--- src/rtl/redghost_controller_if.sv ---
// redghost_controller_if: frame/pacman/wall inputs and ghost state outputs of the red-ghost engine
interface redghost_controller_if;
  logic       frame_tick;
  logic       game_en;
  logic [9:0] pX;
  logic [9:0] pY;
  logic       wall_up;
  logic       wall_down;
  logic       wall_left;
  logic       wall_right;
  logic [9:0] redghostX;
  logic [9:0] redghostY;
  logic [9:0] redghost_size;
  logic [7:0] lives;
  logic [1:0] dir;
  logic       hit;
  logic       game_over;
  modport master (
    output frame_tick, game_en, pX, pY, wall_up, wall_down, wall_left, wall_right,
    input  redghostX, redghostY, redghost_size, lives, dir, hit, game_over
  );
  modport slave (
    input  frame_tick, game_en, pX, pY, wall_up, wall_down, wall_left, wall_right,
    output redghostX, redghostY, redghost_size, lives, dir, hit, game_over
  );
endinterface

--- src/rtl/redghost_controller.sv ---
// redghost_controller: per-frame red-ghost chase, wall avoidance, catch detection and lives
module redghost_controller #(
  parameter int START_X    = 202,
  parameter int START_Y    = 200,
  parameter int SIZE       = 12,
  parameter int STEP       = 1,
  parameter int MOVE_DIV   = 2,
  parameter int HIT_DIST   = 20,
  parameter int FREEZE_FR  = 60,
  parameter int LIVES_INIT = 3
) (
  input logic Clk,
  input logic Reset,
  redghost_controller_if.slave bus
);
  typedef enum logic [1:0] {IDLE, CHASE, HIT, OVER} state_t;
  localparam logic signed [11:0] ST  = 12'(STEP);
  localparam logic signed [11:0] LO  = 12'(SIZE);
  localparam logic signed [11:0] XHI = 12'(404 - SIZE);
  localparam logic signed [11:0] YHI = 12'(447 - SIZE);
  localparam logic [7:0] MOVE_LAST   = 8'(MOVE_DIV - 1);
  localparam logic [7:0] FREEZE_LAST = 8'(FREEZE_FR - 1);
  state_t state, state_n;
  logic [9:0] x, y, x_n, y_n, cx, cy;
  logic [1:0] dir, dir_n, pd, sd, mv;
  logic [7:0] lives, lives_n, move_cnt, move_cnt_n, freeze_cnt, freeze_cnt_n;
  logic hit, hit_n, ax_x, pv, sv, found, catch_now;
  logic signed [10:0] dx, dy;
  logic [10:0] adx, ady;
  logic signed [11:0] sx, sy;
  logic [3:0] blk;
  // distance to pacman and the first unblocked heading in preference order, with the clamped step target
  always_comb begin
    dx = $signed({1'b0, bus.pX}) - $signed({1'b0, x});
    dy = $signed({1'b0, bus.pY}) - $signed({1'b0, y});
    adx = dx[10] ? 11'(-dx) : 11'(dx);
    ady = dy[10] ? 11'(-dy) : 11'(dy);
    catch_now = adx < 11'(HIT_DIST) && ady < 11'(HIT_DIST);
    blk = {bus.wall_right, bus.wall_down, bus.wall_left, bus.wall_up};
    ax_x = adx >= ady;
    pv = ax_x ? dx != 11'sd0 : dy != 11'sd0;
    pd = ax_x ? (dx[10] ? 2'd1 : 2'd3) : (dy[10] ? 2'd0 : 2'd2);
    sv = ax_x ? dy != 11'sd0 : dx != 11'sd0;
    sd = ax_x ? (dy[10] ? 2'd0 : 2'd2) : (dx[10] ? 2'd1 : 2'd3);
    found = blk != 4'hf;
    mv = (pv && !blk[pd]) ? pd : (sv && !blk[sd]) ? sd : !blk[dir] ? dir :
         !blk[0] ? 2'd0 : !blk[1] ? 2'd1 : !blk[2] ? 2'd2 : 2'd3;
    sx = $signed({2'b0, x}) + (mv == 2'd3 ? ST : mv == 2'd1 ? -ST : 12'sd0);
    sy = $signed({2'b0, y}) + (mv == 2'd2 ? ST : mv == 2'd0 ? -ST : 12'sd0);
    cx = sx < LO ? 10'(LO) : sx > XHI ? 10'(XHI) : 10'(sx);
    cy = sy < LO ? 10'(LO) : sy > YHI ? 10'(YHI) : 10'(sy);
  end
  // next state: everything holds unless a frame tick arrives while the game is enabled
  always_comb begin
    state_n = state;
    x_n = x;
    y_n = y;
    dir_n = dir;
    lives_n = lives;
    move_cnt_n = move_cnt;
    freeze_cnt_n = freeze_cnt;
    hit_n = 1'b0;
    if (bus.frame_tick && bus.game_en) begin
      case (state)
        IDLE: state_n = CHASE;
        CHASE: begin
          if (catch_now) begin
            hit_n = 1'b1;
            lives_n = lives == 8'd0 ? 8'd0 : lives - 8'd1;
            state_n = lives <= 8'd1 ? OVER : HIT;
            freeze_cnt_n = 8'd0;
          end else if (move_cnt == MOVE_LAST) begin
            move_cnt_n = 8'd0;
            if (found) begin
              dir_n = mv;
              x_n = cx;
              y_n = cy;
            end
          end else move_cnt_n = move_cnt + 8'd1;
        end
        HIT: begin
          if (freeze_cnt == FREEZE_LAST) begin
            state_n = CHASE;
            x_n = 10'(START_X);
            y_n = 10'(START_Y);
            move_cnt_n = 8'd0;
            freeze_cnt_n = 8'd0;
          end else freeze_cnt_n = freeze_cnt + 8'd1;
        end
        default: ;
      endcase
    end
  end
  // state registers with asynchronous active-low reset to the home position
  always_ff @(posedge Clk or negedge Reset) begin
    if (!Reset) begin
      state <= IDLE;
      x <= 10'(START_X);
      y <= 10'(START_Y);
      dir <= 2'd0;
      lives <= 8'(LIVES_INIT);
      move_cnt <= 8'd0;
      freeze_cnt <= 8'd0;
      hit <= 1'b0;
    end else begin
      state <= state_n;
      x <= x_n;
      y <= y_n;
      dir <= dir_n;
      lives <= lives_n;
      move_cnt <= move_cnt_n;
      freeze_cnt <= freeze_cnt_n;
      hit <= hit_n;
    end
  end
  assign bus.redghostX = x;
  assign bus.redghostY = y;
  assign bus.redghost_size = 10'(SIZE);
  assign bus.lives = lives;
  assign bus.dir = dir;
  assign bus.hit = hit;
  assign bus.game_over = state == OVER;
endmodule

--- src/flat_wrapper.sv ---
// flat-port wrapper written by rule: the top's interface ports become plain ports
module redghost_controller_flat 
#(
  parameter int START_X    = 202,
  parameter int START_Y    = 200,
  parameter int SIZE       = 12,
  parameter int STEP       = 1,
  parameter int MOVE_DIV   = 2,
  parameter int HIT_DIST   = 20,
  parameter int FREEZE_FR  = 60,
  parameter int LIVES_INIT = 3
)
  (Clk, Reset, bus_frame_tick, bus_game_en, bus_pX, bus_pY, bus_wall_up, bus_wall_down, bus_wall_left, bus_wall_right, bus_redghostX, bus_redghostY, bus_redghost_size, bus_lives, bus_dir, bus_hit, bus_game_over);
  redghost_controller_if bus_i ();
  input logic Clk;
  input logic Reset;
  input wire logic [$bits(bus_i.frame_tick)-1:0] bus_frame_tick;
  input wire logic [$bits(bus_i.game_en)-1:0] bus_game_en;
  input wire logic [$bits(bus_i.pX)-1:0] bus_pX;
  input wire logic [$bits(bus_i.pY)-1:0] bus_pY;
  input wire logic [$bits(bus_i.wall_up)-1:0] bus_wall_up;
  input wire logic [$bits(bus_i.wall_down)-1:0] bus_wall_down;
  input wire logic [$bits(bus_i.wall_left)-1:0] bus_wall_left;
  input wire logic [$bits(bus_i.wall_right)-1:0] bus_wall_right;
  output wire logic [$bits(bus_i.redghostX)-1:0] bus_redghostX;
  output wire logic [$bits(bus_i.redghostY)-1:0] bus_redghostY;
  output wire logic [$bits(bus_i.redghost_size)-1:0] bus_redghost_size;
  output wire logic [$bits(bus_i.lives)-1:0] bus_lives;
  output wire logic [$bits(bus_i.dir)-1:0] bus_dir;
  output wire logic [$bits(bus_i.hit)-1:0] bus_hit;
  output wire logic [$bits(bus_i.game_over)-1:0] bus_game_over;
  assign bus_i.frame_tick = bus_frame_tick;
  assign bus_i.game_en = bus_game_en;
  assign bus_i.pX = bus_pX;
  assign bus_i.pY = bus_pY;
  assign bus_i.wall_up = bus_wall_up;
  assign bus_i.wall_down = bus_wall_down;
  assign bus_i.wall_left = bus_wall_left;
  assign bus_i.wall_right = bus_wall_right;
  assign bus_redghostX = bus_i.redghostX;
  assign bus_redghostY = bus_i.redghostY;
  assign bus_redghost_size = bus_i.redghost_size;
  assign bus_lives = bus_i.lives;
  assign bus_dir = bus_i.dir;
  assign bus_hit = bus_i.hit;
  assign bus_game_over = bus_i.game_over;
  redghost_controller #(.START_X(START_X), .START_Y(START_Y), .SIZE(SIZE), .STEP(STEP), .MOVE_DIV(MOVE_DIV), .HIT_DIST(HIT_DIST), .FREEZE_FR(FREEZE_FR), .LIVES_INIT(LIVES_INIT)) u_core (.Clk(Clk), .Reset(Reset), .bus(bus_i));
endmodule
--- config.mk ---
export PLATFORM = sky130hd
export DESIGN_NAME = redghost_controller_flat
export DESIGN_NICKNAME = d
export VERILOG_FILES = /design/src/rtl/redghost_controller_if.sv /design/src/rtl/redghost_controller.sv /design/src/flat_wrapper.sv
export SDC_FILE = /design/constraint.sdc
export NUM_CORES = 1
export LEC_CHECK = 0
export BUFFER_PORTS_ARGS = -buffer_cell sky130_fd_sc_hd__clkbuf_2
export CAP_MARGIN = 25
export CORE_AREA = 2 2 136 138
export CTS_CLUSTER_DIAMETER = 120
export CTS_CLUSTER_SIZE = 28
export DETAILED_ROUTE_END_ITERATION = 8
export DIE_AREA = 0 0 138 140
export PLACE_DENSITY = 0.54
export SLEW_MARGIN = 25
export SYNTH_ARGS = -nofsm -noshare
export SYNTH_HDL_FRONTEND = slang
export SYNTH_SLANG_ARGS = --single-unit
--- constraint.sdc ---
create_clock -name Clk -period 8.2 [get_ports Clk]
set_clock_uncertainty 0.15 [all_clocks]
set_input_delay 0.41 -clock Clk [delete_from_list [all_inputs] [get_ports Clk]]
set_output_delay 0.41 -clock Clk [all_outputs]
set_load 0.01 [all_outputs]
==> impl_results.md <==
* Layout Nets at 924
* DR DRC count at 0
* Post-synth EDFFs at 0
* Die Y at 140 um
* Worst EP arrival at between 7000 and 8000 ps
* Routed Wire Length at roughly 17000 um
* Most common cell after layout, fill and taps aside: nand2_1
* Register bit total from synthesis at 49
* Final period utilization at 0.9178
* Gates resized, CTS repair at 0
* Worst Setup Start Kind: flop
* Cell Area, Synth at 6166 um2
* Final Hold Fails at 0
* Critical path capture point type: flop
* Initial core utilization at 0.3468
* Clk root buf: clkbuf_16
* Fin. max-slew vios at 0
* Min-delay worst type: in2async
* # rows at around 50
* Post-layout power at 2.790 mW
* Congestion Overflow GR at 0
* Total GRT Usage at 0.1693
* Post-route antenna net violation count at 0
* Postcts setup bufs at 0
* Status: finished clean
* Hold Buf Count CTS at 0
* Vias in the first global route at 5662
* Hold slack at about 65 ps
* Main synth FF type: dfrtp_1
* Global placement routability congestion at approximately 0.85
* Warnings from Yosys at 0
* Die area at 19320 um2
* Synthesized area per cell at around 7.7 um2
* DR WL/cell at 15.38 um
* Max Buffers Root-to-Sink at 2
* Slew headroom at 0.3997
* Worst EP required at 8220 ps
* Critical path class: reg2reg
* # setup viols final at 0
* Post-route minimum period at 7526 ps
* Sequential share of the synthesized area at 0.2007
* IO Pins at 70
* Core area at around 18000 um2
* Ant diodes at 0
* Die W at 138 um
* Clock Latency Late Sink at between 200 and 300 ps
* Yosys cell types at 88
* Lkg Pwr at 2.973 nW
* PwrDens at approximately 400 nW/um2
* PortBufs at around 60
* Area Overhead vs Synth at 11.00%
* Fraction of layout cells with a size suffix above 1 at 0.1390
* Via Count at 6088
* Max_cap viols at 0
* Drt pass-1 iters at 6
* TritonCTS Buffers at 5
* Worst-path clk slew at 70 ps
* Mapped Cells at 803
* Highest Clock Rate at ~0.13 GHz
* Largest net degree at the start of global routing at 50
* Most frequent cells in the layout: 75 x nand2_1, 71 x nor2_1, 59 x clkbuf_2, 58 x o21ai_0
* Drt via density at 5.647
* Clock sinks at 49
* Slew @ Worst Pin at 887.9 ps
* Initial antenna violation count at 0
* Dpl hpwl at 13110 um
* Critical Path Fanout Max at 9
* CTS H-tree lvls at 2
* Post-synth ARST share at 1.000
* CTS tree: yes
* Initial DRC Count at 357
* Worst VDD drop at 0.1947 mV
* First-pass GRT wire length at 27890 um
[synth_stat cells, types with 20 or more instances]
cell type,instances,area (um2)
dfrtp_1,40,1001
clkbuf_1,21,78.83
o21ai_0,59,295.3
nand2b_1,20,125.1
a21oi_1,37,185.2
nand3_1,34,170.2
xnor2_1,27,236.5
nand2_1,75,281.5
nor3_1,21,105.1
inv_1,46,172.7
nor2_1,71,266.5
ha_1,46,575.6
[worst max-delay path, cell delays in order, from the launching register on]
cell and delay, ps:
dfstp_2 620, inv_1 190, fa_1 560, or3_1 400, o311ai_0 100, o31ai_1 240
a2111oi_1 510, nor2_1 140, xor2_1 170, ha_1 330, o21ai_0 70, o21ai_0 140
a21oi_1 70, o21ai_1 260, nand2_1 110, nor3_1 350, o31ai_4 140, nor2_1 180
xnor2_1 110, ha_1 300, or4_1 470, nor2_1 210, nand4_1 180, a21oi_1 180
o2111ai_1 210, or4_1 690, a31oi_1 220, o22ai_1 110
[area by class of cell]
class / instances / area [um2]
Multi-Input combinational cell: 676 / 4608
Clock buffer: 6 / 128.9
Timing Repair Buffer: 69 / 370.4
Clock inverter: 2 / 35.03
Tap cell: 229 / 286.5
Fill cell: 1865 / 10940
Sequential cell: 49 / 1239
Inverter: 47 / 176.4
[layer usage]
| metal | GRT usage | wire (um) | vias up |
|---|---|---|---|
| met5 | 0 | 0 | - |
| li1 | - | - | 3058 |
| met3 | 0.01812 | 819 | 16 |
| met1 | 0.2340 | 7786 | 2865 |
| met2 | 0.2837 | 7679 | 149 |
| met4 | 0.04296 | 293 | 0 |
[worst paths after layout]
kind / cells after the start / slack, ps / to / start
min in group Clk: 1 / 330 / u_core.freeze_cnt[7]$_DFFE_PN0P_ / u_core.freeze_cnt[7]$_DFFE_PN0P_
setup reg to reg: 27 / 670 / u_core.bus.redghostX[6]$_DFFE_PN1P_ / u_core.bus.redghostX[1]$_DFFE_PN1P_
setup / recovery: 27 / 670 / u_core.bus.redghostX[6]$_DFFE_PN1P_ / u_core.bus.redghostX[1]$_DFFE_PN1P_
hold reg to reg: 1 / 330 / u_core.freeze_cnt[7]$_DFFE_PN0P_ / u_core.freeze_cnt[7]$_DFFE_PN0P_
hold / removal: 2 / 60 / u_core.bus.redghostY[8]$_DFFE_PN0P_ / Reset
max in group asynchronous: 2 / 7370 / u_core.bus.redghostY[1]$_DFFE_PN0P_ / Reset
[flip-flops by register name (all words and copies together), names as in the netlist]
signal                flops
u_core.bus.redghostY     10
u_core.bus.redghostX     10
u_core.move_cnt           8
u_core.bus.lives          8
u_core.state              2
u_core.bus.hit            1
u_core.bus.dir            2
u_core.freeze_cnt         8
[metrics by stage]
step | instances | util | setup slack, ps | TNS [ps] | area (um2)
3_5_place_dp | 1070 | 0.3737 | 327.3 | 0 | 6644
5_1_grt | 1078 | 0.3849 | -14.42 | -14.42 | 6844
2_1_floorplan | 811 | - | 869.1 | 0 | 6196
3_3_place_gp | 1070 | 0.3737 | 443.3 | 0 | 6644
4_1_cts | 1078 | 0.3829 | 289.2 | 0 | 6808
6_report | 1078 | 0.3849 | 673.7 | 0 | 6844
[cell families (layout without fill, tap and decap cells)]
group | after synthesis | after routing | synth area share
fa+ha+maj | 49 | 49 | 0.1015
xor+xnor | 40 | 40 | 0.05682
other cells | 2 | 10 | 0.001218
flops | 49 | 49 | 0.2007
compound gates | 238 | 238 | 0.2711
buf+inv | 86 | 124 | 0.06250
simple gates | 320 | 320 | 0.2697
mux | 19 | 19 | 0.03653
[where the power goes]
part	total (mW)	leakage (nW)	switching (mW)	internal (mW)
clock network	0.232	0.0808	0.0886	0.144
logic	2.14	2.28	1.28	0.867
registers	0.413	0.615	0.103	0.310
Power figures use the tool's default switching activity.
